`config.mk`:
```
export PLATFORM = sky130hd
export DESIGN_NAME = alu_operand_regfile
export DESIGN_NICKNAME = d
export VERILOG_FILES = /design/src/rtl/alu_operand_regfile.sv
export SDC_FILE = /design/constraint.sdc
export NUM_CORES = 2
export LEC_CHECK = 0
export ABC_CLOCK_PERIOD_IN_PS = 91400
export BUFFER_PORTS_ARGS = -buffer_cell sky130_fd_sc_hd__buf_2
export CORE_ASPECT_RATIO = 1.1
export CORE_MARGIN = 2
export CORE_UTILIZATION = 55
export CTS_BUF_LIST = sky130_fd_sc_hd__clkbuf_2 sky130_fd_sc_hd__clkbuf_4 sky130_fd_sc_hd__clkbuf_8
export DETAILED_ROUTE_END_ITERATION = 10
export MAX_ROUTING_LAYER = met4
export PLACE_DENSITY = 0.72
export SYNTH_ARGS = -nofsm -noshare
export SYNTH_HDL_FRONTEND = slang
export SYNTH_SLANG_ARGS = --single-unit
```
`constraint.sdc`:
```
create_clock -name clk -period 91.4 [get_ports clk]
set_clock_uncertainty 0.15 [all_clocks]
set_input_delay 9.14 -clock clk [delete_from_list [all_inputs] [get_ports clk]]
set_output_delay 9.14 -clock clk [all_outputs]
set_load 0.02 [all_outputs]
```
`src/rtl/alu_operand_regfile.sv`:
```
// 2**ADDR_W x DATA_W register file with two combinational read ports, one write port,
// optional same-cycle write-to-read bypass, a debug read port and a saturating write counter.
module alu_operand_regfile #(
    parameter int DATA_W = 32,
    parameter int ADDR_W = 5,
    parameter int BYPASS = 1
) (
    input  logic              clk,
    input  logic              rst,
    input  logic [ADDR_W-1:0] read_reg1,
    input  logic [ADDR_W-1:0] read_reg2,
    input  logic [ADDR_W-1:0] write_reg,
    input  logic [DATA_W-1:0] write_data,
    input  logic              reg_write,
    input  logic [ADDR_W-1:0] dbg_reg,
    output logic [DATA_W-1:0] read_data1,
    output logic [DATA_W-1:0] read_data2,
    output logic [DATA_W-1:0] dbg_data,
    output logic [15:0]       write_count
);
    localparam int DEPTH = 1 << ADDR_W;

    logic [DATA_W-1:0] regs_q [DEPTH];
    logic [15:0]       count_q;
    logic [15:0]       count_d;
    logic              wr_en;
    logic              byp_hit1;
    logic              byp_hit2;

    // reg_write is tested first so an unknown write_reg with no write pending cannot leak into state.
    assign wr_en = reg_write && (write_reg != '0);

    always_comb begin
        count_d = count_q;
        if (count_q != 16'hFFFF) begin
            count_d = count_q + 16'd1;
        end
    end

    always_ff @(posedge clk or posedge rst) begin
        if (rst) begin
            for (int i = 0; i < DEPTH; i++) begin
                regs_q[i] <= '0;
            end
            count_q <= '0;
        end else if (wr_en) begin
            regs_q[write_reg] <= write_data;
            count_q           <= count_d;
        end
    end

    function automatic logic [DATA_W-1:0] read_port(
        input logic [ADDR_W-1:0] idx,
        input logic              hit,
        input logic [DATA_W-1:0] wdata,
        input logic [DATA_W-1:0] stored
    );
        if (idx == '0) begin
            return '0;
        end
        if (hit) begin
            return wdata;
        end
        return stored;
    endfunction

    // Bypass is suppressed during reset so every read port shows zero while rst is high.
    assign byp_hit1 = (BYPASS != 0) && !rst && wr_en && (write_reg == read_reg1);
    assign byp_hit2 = (BYPASS != 0) && !rst && wr_en && (write_reg == read_reg2);

    assign read_data1  = read_port(read_reg1, byp_hit1, write_data, regs_q[read_reg1]);
    assign read_data2  = read_port(read_reg2, byp_hit2, write_data, regs_q[read_reg2]);
    assign dbg_data    = (dbg_reg == '0) ? '0 : regs_q[dbg_reg];
    assign write_count = count_q;

endmodule

```
==> impl_metrics.yaml <==
run_status:
  status: "completed"
critical_path:
  worst_path_dominant_cell_family: "buffers and inverters"
  endpoint_kind: "primary output"
  cp_slowest_cell: "buf_4"
  critPathMaxFanout: 56
  critPathKind: "in2out"
  crit_arrival_ps: 13800
  worst-endpoint-required_ps: 82110
  timing.critical_path.mode_cell: "buf_4"
  startpoint_type: "input port"
  cp_slowest_stage_delay_ps: 910
  reg2reg_slack_ps: 89360
  worst-path-buf-inv: 5
  cp_cell_sequence: "buf_8, buf_4, buf_4, buf_4, mux2_2, o221ai_1, nor3_1, a21oi_1, a21oi_1, buf_2"
cells_and_area:
  fillCellCount: 9029
  finalNetCount: 4688
  layout-drive-gt1-share: 0.515
  seq_area_sq_um: 26000
  multiInputGateArea_sq_um: 35900
  stdcell_count: 6307
  syn_to_final_growth_pct: 8.44
grt:
  grt_antenna_before_repair: 12
  grt_pass1_wl_microns: 323000
  grtUsageTotal: 0.386
  grt_pass1_vias: 46200
  grt_max_degree: 177
  grt_overflow_total: 0
hold_path:
  hp-class: "reg2reg"
sta:
  finalCritPeriodShare: 0.253
  slew_headroom: 0.0979
  setup_slack_ps: 68310
  tightest_slew_ps: 1350
  maxSlewViolCount: 0
  setup_viol: 0
  timing.setup.tns_ps: 0
  finalHoldViolations: 0
  post-route-min-period_ps: 23090
  max_freq_ghz: 0.0433
  whs_ps: 272
  grt_setup_unrepaired: "no"
drt:
  drt-initial-drc-count: 6113
  routedWlPerCell_microns: 35.3
  drc: 0
  drtAntennaViolNets: 0
  vias: 46700
  drt_wl_total_microns: 223000
  firstDrtPassIters: 6
  viasPerCell: 7.41
logic_synthesis:
  ys_seq_elements: 1040
  syn_area_sq_um: 64100
  synth_edf_count: 0
  avgSynthCellArea_sq_um: 13.5
  ys_async_sr_fraction: 1.00
  yosysTopAreaCellShare: 0.406
  yosysMostFrequentCell: "mux2_2"
  synth_cell_types: 50
  yosysTopAreaCell: "dfrtp_1"
  yosysSeqAreaShare: 0.406
  synth_ff_type: "dfrtp_1"
  yosys-top-cells-area: "dfrtp_1, mux2_2, mux4_2"
  syn_nets: 4795
  ys_warn_count: 0
  yosys-top-cells-count: "mux2_2, dfrtp_1, mux4_2"
  synthCells: 4739
clocking:
  cts_buffers: 174
  clk_pin_slew_worst_paths_ps: 60
  clockBufferDepth: 3
  cts_resized: 0
  root_buffer: "clkbuf_8"
  cts_tree: "yes"
  worst_skew_pair.late_latency_ps: 900
  htreeDepth: 4
  cts_hold_buf: 0
  cts_setup_buffers: 0
  clock_sinks: 1040
placed_design:
  pre_cts_slack_ps: 68480
  gp_congestion: 0.875
  dpl.cell_count: 5985
  numPortBuffers: 166
  hpwl_microns: 124000
floorplan:
  die_y_microns: 362
  fp.dieArea_sq_um: 119000
  ios: 167
  rows: 131
  core-area_sq_um: 116000
  die_w_microns: 330
  start_util: 0.553
job:
  cap_violations: 0
pwr:
  power.density_nw_per_um2: 20.9
  p_leak_uw: 0.0302
  ir_worst_vdd_v: 0.0000132
-- layout by cell type (no fill, tap or decap), drive strengths merged, types with 95 or more instances in the layout --
cell type  netlist  final
mux2          1243   1243
dfrtp         1040   1040
mux4           581    581
clkbuf         311    277
buf            238    265
mux2i          262    262
o22ai          155    155
nor2           147    147
a21oi          127    127
a22oi          124    124
o21ai           97     97
nor3            95     95
-- flip-flops by register name, summed over array words and instances, names as in the netlist --
register	cells
write_count	16
regs_q	1024
-- area by class of cell --
cell class              count  area share
multi-input cells        3111       0.517
well taps                1529      0.0275
repair buffers            266      0.0245
diodes                     12    0.000432
inverters                  39     0.00221
flip-flops and latches   1040       0.374
clock inverters            34     0.00414
clock buffers             276      0.0503
-- final timing paths --
kind                                       startpoint  depth (start not counted)                         end
max                                      read_reg2[0]                         10              read_data2[31]
min                          regs_q[1005]$_DFFE_PP0P_                          0    regs_q[1005]$_DFFE_PP0P_
max reg2reg                write_count[0]$_DFFE_PP0P_                          6  write_count[8]$_DFFE_PP0P_
min reg2reg                  regs_q[1005]$_DFFE_PP0P_                          0    regs_q[1005]$_DFFE_PP0P_
max in group asynchronous                         rst                          5     regs_q[573]$_DFFE_PP0P_
min in group asynchronous                         rst                          2     regs_q[431]$_DFFE_PP0P_
-- per-layer routing --
| metal | wire length, microns | track usage | up-vias | share of wire |
|---|---|---|---|---|
| met5 | 0 | - | - | 0 |
| met4 | 14000 | 0.212 | 0 | 0.063 |
| met3 | 27500 | 0.118 | 813 | 0.12 |
| met2 | 98000 | 0.539 | 3252 | 0.44 |
| met1 | 83400 | 0.504 | 24400 | 0.37 |
| li1 | - | - | 18300 | - |
-- cells by family after synthesis --
family,after synthesis,synth area share
AO/OA/AOI/OAI,603,0.0596
XOR/XNOR,24,0.00328
adder cells (fa/ha/maj),1,0.000195
buffers and inverters,588,0.0380
flip-flops,1040,0.406
multiplexers,2086,0.463
AND/OR/NAND/NOR,397,0.0298
-- power breakdown --
group	switching (uW)	internal, uW
registers	87.3	548
clock network	203	251
logic	158	209
total	448	1010
-- stage by stage --
step / cell area [sq um] / utilization / total power (uW)
3_3_place_gp: 65700 / 0.567 / 983
3_5_place_dp: 65700 / 0.567 / 999
6_report: 69500 / 0.600 / 1460
4_1_cts: 69500 / 0.600 / 1450
2_1_floorplan: 64100 / - / 898
5_1_grt: 69500 / 0.600 / 1510
Note: power is estimated with default switching activity, not from simulation.
